==> config.mk <==
export PLATFORM = sky130hd
export DESIGN_NAME = medyan_birimi
export DESIGN_NICKNAME = d
export VERILOG_FILES = /design/src/rtl/medyan_birimi.sv
export SDC_FILE = /design/constraint.sdc
export NUM_CORES = 1
export LEC_CHECK = 0
export BUFFER_PORTS_ARGS = -buffer_cell sky130_fd_sc_hd__clkbuf_2
export CAP_MARGIN = 10
export CORE_ASPECT_RATIO = 1.75
export CORE_UTILIZATION = 50
export CTS_CLUSTER_DIAMETER = 150
export DETAILED_ROUTE_END_ITERATION = 16
export GPL_TIMING_DRIVEN = 0
export PLACE_DENSITY = 0.7
export SLEW_MARGIN = 20
export SYNTH_ARGS = -nofsm -noshare
export SYNTH_HDL_FRONTEND = slang
export SYNTH_SLANG_ARGS = --single-unit
==> constraint.sdc <==
create_clock -name clk_i -period 2.39 [get_ports clk_i]
set_input_delay 0.3585 -clock clk_i [delete_from_list [all_inputs] [get_ports clk_i]]
set_output_delay 0.3585 -clock clk_i [all_outputs]
set_load 0.005 [all_outputs]
==> src/rtl/medyan_birimi.sv <==
`default_nettype none
// ============================================================================
// Module   : medyan_birimi
// Purpose  : Streaming 3x3 median unit. Collects non-overlapping windows of
//            nine accepted pixels in an incrementally sorted register array
//            and publishes the median with a single-cycle ready pulse, one
//            cycle after the ninth sample is accepted.
// Revision : 1.0  initial release
// ============================================================================
module medyan_birimi #(
   parameter int PIXEL_BIT = 8,
   parameter int WINDOW    = 9
) (
   input  logic                 clk_i,
   input  logic                 rst_i,
   input  logic                 etkin_i,
   input  logic [PIXEL_BIT-1:0] sayi_i,
   output logic [PIXEL_BIT-1:0] medyan_o,
   output logic                 hazir_o
);

   // Count saturates at WINDOW-1; the next accept closes the window.
   localparam logic [3:0] c_last = 4'(WINDOW - 1);
   localparam int         c_mid  = (WINDOW - 1) / 2;

   logic [PIXEL_BIT-1:0] r_s      [WINDOW];
   logic [PIXEL_BIT-1:0] w_s_next [WINDOW];
   logic [WINDOW-1:0]    w_keep;
   logic [3:0]           r_cnt;
   logic [PIXEL_BIT-1:0] r_medyan;
   logic                 r_hazir;

   // An entry stays in place when it is valid and not greater than the new
   // sample. Because the array is sorted, these flags form a contiguous run
   // starting at index 0, and the run length is the insert position.
   for (genvar i = 0; i < WINDOW; i++) begin : g_keep
      localparam logic [3:0] c_idx = 4'(i);
      assign w_keep[i] = (c_idx < r_cnt) && (r_s[i] <= sayi_i);
   end

   // Post-insertion array: entries below the insert position stay, the entry
   // at the insert position takes the sample, entries above it shift up by
   // one. Entries beyond the new valid length are left untouched.
   for (genvar i = 0; i < WINDOW; i++) begin : g_next
      if (i == 0) begin : g_first
         assign w_s_next[i] = w_keep[i] ? r_s[i] : sayi_i;
      end else begin : g_rest
         localparam logic [3:0] c_idx = 4'(i);
         assign w_s_next[i] = (c_idx > r_cnt) ? r_s[i]  :
                              w_keep[i]       ? r_s[i]  :
                              w_keep[i-1]     ? sayi_i  :
                                                r_s[i-1];
      end
   end

   // Sorted window storage; contents need no reset since only the first
   // r_cnt entries are ever consulted.
   always_ff @(posedge clk_i) begin
      if (!rst_i && etkin_i) begin
         r_s <= w_s_next;
      end
   end

   // Sample counter, median register and ready pulse.
   always_ff @(posedge clk_i) begin
      if (rst_i) begin
         r_cnt    <= 4'd0;
         r_medyan <= '0;
         r_hazir  <= 1'b0;
      end else begin
         r_hazir <= 1'b0;
         if (etkin_i) begin
            if (r_cnt == c_last) begin
               r_medyan <= w_s_next[c_mid];
               r_hazir  <= 1'b1;
               r_cnt    <= 4'd0;
            end else begin
               r_cnt <= r_cnt + 4'd1;
            end
         end
      end
   end

   assign medyan_o = r_medyan;
   assign hazir_o  = r_hazir;

endmodule
`default_nettype wire

After elaboration in Yosys (flattened, before gate mapping)
Cells that the tools add are included.
W data, S select, Z words.
{"block": "totals", "ff_bits": 53, "output_inout_bits": 9, "elab_cells": 53}
{"block": "classes", "muxes": 8, "reduce_logical": 13, "eq_ne": 1, "bitwise_logic": 8, "add_sub_neg": 1, "order_cmp": 14}
{"op": "$mux W8", "n": 6}
{"op": "$le A8 B8 Y1", "n": 5}
{"op": "$reduce_and A3 Y1", "n": 3}
{"op": "$gt A2 B4 Y1 const A", "n": 2}
{"op": "$lt A1 B4 Y1 const A", "n": 2}
{"op": "$lt A2 B4 Y1 const A", "n": 2}
{"op": "$not A1 Y1", "n": 8}
{"op": "$logic_and A1 B1 Y1", "n": 6}
{"op": "$add A4 B1 Y4 const B", "n": 1}
{"op": "$eq A4 B4 Y1 const B", "n": 1}
{"op": "$gt A1 B4 Y1 const A", "n": 1}
{"op": "$gt A3 B4 Y1 const A", "n": 1}
{"op": "$lt A3 B4 Y1 const A", "n": 1}
{"op": "$mux W4", "n": 1}
{"op": "$reduce_and A2 Y1", "n": 2}
{"op": "$reduce_or A2 Y1", "n": 1}
{"op": "$logic_not A1 Y1", "n": 1}
{"op": "$mux W1", "n": 1}

Longest topological paths before layout
{"block": "depth", "ltp_word": 5, "ltp_mapped": 9, "mapped_depth_nobuf": 8}

Least setup slack after synthesis
No wires, ideal clock.
{"block": "synth_timing", "path_kind": "input port to flip-flop", "startpoint": "input sayi_i[1]", "endpoint": "register r_s[48] (netlist name) (enable)", "stages": 9, "arrival_time_ns": 2.080, "required_time_ns": 2.007, "setup_slack_ns": -0.074, "setup_time_ns": 0.383, "path_buffers": 1, "path_cell_list": "inv_1 > ha_1 > nor2b_1 > o21ai_0 > nand2b_1 > a21oi_1 > o221a_2 > buf_2 > nor3_1"}
{"block": "synth_via", "elab_chain_cells": 4}
{"item": "from (decl)", "line": "17", "source": "input logic [PIXEL_BIT-1:0] sayi_i,"}
{"item": "$le A8 B8 Y1", "line": "38", "source": "assign w_keep[i] = (c_idx < r_cnt) && (r_s[i] <= sayi_i);"}
{"item": "$logic_and A1 B1 Y1", "line": "38"}
{"item": "$not A1 Y1 (no source line)"}
{"item": "$reduce_and A3 Y1 (no source line)"}
{"item": "to (signal assigned)", "line": "60", "source": "r_s <= w_s_next;"}
{"item": "to (decl)", "line": "26", "source": "logic [PIXEL_BIT-1:0] r_s [WINDOW];"}
No other way between the ends.
A chain may end at the register's enable or synchronous reset.

Worst setup path after layout
{"block": "layout_timing", "startpoint": "register r_s[57] (netlist name)", "endpoint": "register r_s[54] (netlist name), data pin"}
{"block": "layout_via", "elab_chain_cells": 3}
{"item": "$le A8 B8 Y1", "line": "38"}
{"item": "$logic_and A1 B1 Y1", "line": "38"}
{"item": "$mux W8", "line": "51", "source": "w_keep[i-1] ? sayi_i :"}
No other way between the ends.

==> qor.log <==
INFO  global_routing number_of_global_route_vias_before_repair=2229
INFO  critical_path  crit_fanout=5
INFO  critical_path  worstSetupPathDepth=7
INFO  hold_path      holdCritPathClass=primary input to register
INFO  critical_path  slowest_stage=sky130_fd_sc_hd__a221oi_4
INFO  timing         hold_viol=0
INFO  yosys          synthDistinctLibCells=35
INFO  placed_design  port_buffers=18
INFO  timing         rsz0062_at_grt=yes
INFO  finish         fin_util=0.581
INFO  power_and_ir_drop pwr_density=508nW/um2
INFO  global_routing globalRoute.busiestLayer=met2
INFO  yosys          synthArstFlopShare=0
INFO  outcome        run_status=completed
INFO  yosys          netlist.area_leader.share=0.373
INFO  clock_tree     clk_path_buf_depth=2
INFO  timing         slew_headroom=0.546
INFO  global_routing globalRouteOverflowTotal=0
INFO  yosys          post_synth_most_frequent_cells=sky130_fd_sc_hd__ha_1, sky130_fd_sc_hd__edfxtp_1, sky130_fd_sc_hd__mux2_2
INFO  critical_path  timing.rr.start=r_s[57]
INFO  clock_tree     clkSinkCount=53
INFO  finish         final_nets=361
INFO  critical_path  timing.critical_path.from_type=register
INFO  clock_tree     insertion_delay=0.31ns
INFO  floorplanning  initial_core_util=0.517
INFO  clock_tree     clkTransAtPathRegs=0.09ns
INFO  yosys          postSynthCellCount=278
INFO  floorplanning  die_h=108um
INFO  route          routed_wl=6450um
INFO  timing         finalWorstPathRequiredPeriod=2.32ns
INFO  floorplanning  placement_rows=38
INFO  critical_path  critical_path.n_buffers_inverters=0
INFO  yosys          syn-mean-instance-area=11.6um2
INFO  yosys          yosys_warnings=0
INFO  route          detail_route.iter0.violations=127
INFO  clock_tree     clock_tree_root=sky130_fd_sc_hd__clkbuf_8
INFO  yosys          synth_net_count=333
INFO  clock_tree     cts_hold_buffers=0
INFO  yosys          synthTopCellsByArea=sky130_fd_sc_hd__edfxtp_1, sky130_fd_sc_hd__ha_1, sky130_fd_sc_hd__mux2_2
INFO  yosys          synth_seq_area_share=0.454
INFO  yosys          number_of_synthesized_flops_with_an_enable_pin=40
INFO  yosys          synth_top_cell_by_area=sky130_fd_sc_hd__edfxtp_1
INFO  clock_tree     cts_max_level=2
INFO  critical_path  critical_path.reg2reg.endpoint=r_s[54]
INFO  timing         timing_max_transition_violations_final=0
INFO  floorplanning  core=6230um2
INFO  placed_design  detailedPlacementHpwl=5040um
INFO  route          route.detailed.wl_per_inst=16.7um
INFO  floorplanning  fp.dieW=62.6um
INFO  critical_path  path_cells=ha_1 > nor2b_1 > o21a_1 > o21ai_2 > nand2b_4 > a221oi_4 > mux2_2
INFO  power_and_ir_drop power.static_leakage=1.50nW
INFO  critical_path  type_of_the_setup_path_with_the_least_slack=register to register
INFO  clock_tree     number_of_buffers_added_by_the_clock_tree_synthesis_step=5
INFO  placed_design  gp_congestion=0.841
INFO  route          detail-route-antenna-nets=0
INFO  critical_path  reg2reg_depth=7
INFO  route          first_pass_iters=4
INFO  global_routing largest_net_degree_at_the_start_of_global_routing=16
INFO  global_routing gr-usage-met1=0.211
INFO  floorplanning  design.portCount=20
INFO  route          number_of_vias_after_detailed_routing=2213
INFO  run            cap_violations=0
INFO  global_routing use_met3=0.0285
INFO  yosys          synth.most_common_cell=sky130_fd_sc_hd__ha_1
INFO  timing         min_period_over_period=0.971
INFO  global_routing antenna_found_initial=0
INFO  critical_path  setup.reg_to_reg.worst_slack=0.07ns
INFO  critical_path  worstSetupEndpointType=register
INFO  critical_path  crit_path_max_incr_delay=0.42ns
INFO  critical_path  cp-startpoint=r_s[57]
INFO  route          post_drt_via_cell_ratio=5.72
INFO  floorplanning  design.die.area=6770um2
INFO  timing         achievable-frequency=0.431GHz
INFO  timing         fin_worst_skew=0.0123ns
INFO  clock_tree     cts_tree=built
INFO  power_and_ir_drop power.ir.vdd_worst=0.000315V
INFO  critical_path  timing.critical_path.max_delay_family=compound AO/OA/AOI/OAI gates
INFO  critical_path  critical_path_required=2.46ns
INFO  global_routing gr-usage-met2=0.395
INFO  timing         hold_slack_final=0.260ns
INFO  finish         area_growth_syn_to_layout=12.4%
INFO  critical_path  worst-endpoint-arrival=2.39ns
INFO  route          number_of_drc_violations_after_detailed_routing=0
INFO  global_routing first_pass_grt_wire_length=10500um
INFO  yosys          netlist_area=3220um2
INFO  global_routing gr-usage-all-layers=0.205
INFO  timing         setup_viol=0
INFO  finish         antennaDiodeCount=0
INFO  yosys          ff_latch_count_synth=53
INFO  yosys          ys.flop_type=sky130_fd_sc_hd__edfxtp_1
INFO  critical_path  worstSetupEndpoint=r_s[54]
INFO  timing         worst-slew-pin-transition=0.679ns
INFO  finish         layout-drive-gt1-share=0.218
-- layer usage --
layer	up-vias	wire length [um]	part of all wire
met1	1066	2380	0.37
met5	-	0	0
met2	30	3770	0.58
met3	11	140	0.022
li1	1106	-	-
met4	0	157	0.024
-- worst min path at each step --
stage | startpoint | to | slack, ns | cells past startpoint
global route | rst_i | r_cnt[1] | 0.28 | 2
floorplan | rst_i | r_cnt[1] | 0.43 | 1
detailed placement | medyan_o[5] | medyan_o[5] | 0.46 | 2
finish | rst_i | r_cnt[1] | 0.26 | 2
global placement | medyan_o[6] | medyan_o[6] | 0.45 | 2
CTS | rst_i | r_cnt[1] | 0.25 | 2
-- cell type report --
type / count / area [um2]
plain buffers: 6 / 31.3
inverters: 17 / 63.8
multi-input cells: 202 / 1740
flip-flops and latches: 53 / 1460
clock buffers: 7 / 76.3
well taps: 80 / 100
clock inverters: 1 / 3.75
repair buffers: 21 / 138
fillers: 532 / 2610
-- flip-flops by register name, summed over array words and instances, names as in the netlist --
signal	flops
hazir_o	1
medyan_o	8
r_s	40
r_cnt	4
-- cells by family (layout without fill, tap and decap cells) --
group | Yosys count | in the layout | share of synthesized area
compound gates | 62 | 63 | 0.133
simple gates | 59 | 59 | 0.0925
flops | 53 | 53 | 0.454
fa+ha+maj | 44 | 44 | 0.171
mux | 33 | 33 | 0.112
buf+inv | 24 | 52 | 0.0295
xor+xnor | 3 | 3 | 0.00817
-- worst reg2reg max path: stages (launching register included) --
cell and delay, ns:
sky130_fd_sc_hd__edfxtp_1 0.41, sky130_fd_sc_hd__ha_1 0.30, sky130_fd_sc_hd__nor2b_1 0.13, sky130_fd_sc_hd__o21a_1 0.17
sky130_fd_sc_hd__o21ai_2 0.16, sky130_fd_sc_hd__nand2b_4 0.09, sky130_fd_sc_hd__a221oi_4 0.42, sky130_fd_sc_hd__mux2_2 0.39
-- per-stage QoR --
step	instance area, um2	power [mW]	worst slack [ns]	TNS (ns)	std cells
6_report	3620	1.84	0.0681	0	387
5_1_grt	3620	1.93	-0.0228	-0.0652	387
4_1_cts	3520	1.84	-0.0715	-0.490	384
3_5_place_dp	3420	1.34	-0.407	-15.78	376
3_3_place_gp	3420	1.33	-0.350	-13.84	376
2_1_floorplan	3230	1.26	0.126	0	278
-- power breakdown --
part           total [mW]  switching, mW  internal, mW  leakage, nW
Sequential           1.04         0.0185          1.02        0.472
Combinational       0.303          0.167         0.135        0.991
Clock               0.494          0.289         0.205       0.0399
Total                1.84          0.475          1.36         1.50
-- layout by cell type (no fill, tap or decap), types with 2 or more instances in the layout --
cell type	Yosys	layout
sky130_fd_sc_hd__nor2_2	0	2
sky130_fd_sc_hd__a221oi_4	1	2
sky130_fd_sc_hd__clkbuf_2	0	19
sky130_fd_sc_hd__a32oi_1	8	8
sky130_fd_sc_hd__xor2_1	2	2
sky130_fd_sc_hd__buf_2	4	3
sky130_fd_sc_hd__nor2b_1	7	7
sky130_fd_sc_hd__and4_1	2	2
sky130_fd_sc_hd__o21ai_0	22	22
sky130_fd_sc_hd__o211ai_1	2	2
sky130_fd_sc_hd__nand2b_1	6	5
sky130_fd_sc_hd__a21oi_1	9	8
sky130_fd_sc_hd__o21a_1	4	4
sky130_fd_sc_hd__nand2_1	12	12
sky130_fd_sc_hd__nand4_1	9	9
sky130_fd_sc_hd__edfxtp_1	40	40
sky130_fd_sc_hd__nor2_1	19	17
sky130_fd_sc_hd__buf_12	0	2
sky130_fd_sc_hd__inv_1	17	17
sky130_fd_sc_hd__clkbuf_1	3	3
sky130_fd_sc_hd__dfxtp_1	13	13
sky130_fd_sc_hd__a21o_1	8	8
sky130_fd_sc_hd__clkbuf_8	0	5
sky130_fd_sc_hd__ha_1	44	44
sky130_fd_sc_hd__mux2_2	24	24
sky130_fd_sc_hd__mux2i_1	9	9
-- what timing repair did --
| item | 4_1_cts | 5_1_grt |
|---|---|---|
| pin swaps | 0 | 3 |
| resized for setup | 3 | 13 |
| endpoints found under the hold margin | 0 | 0 |
| gates cloned | 0 | 1 |
| buffers inserted | 0 | 3 |
| setup endpoints to repair | 32 | 48 |
No activity file was read; power rests on OpenSTA's default activity.
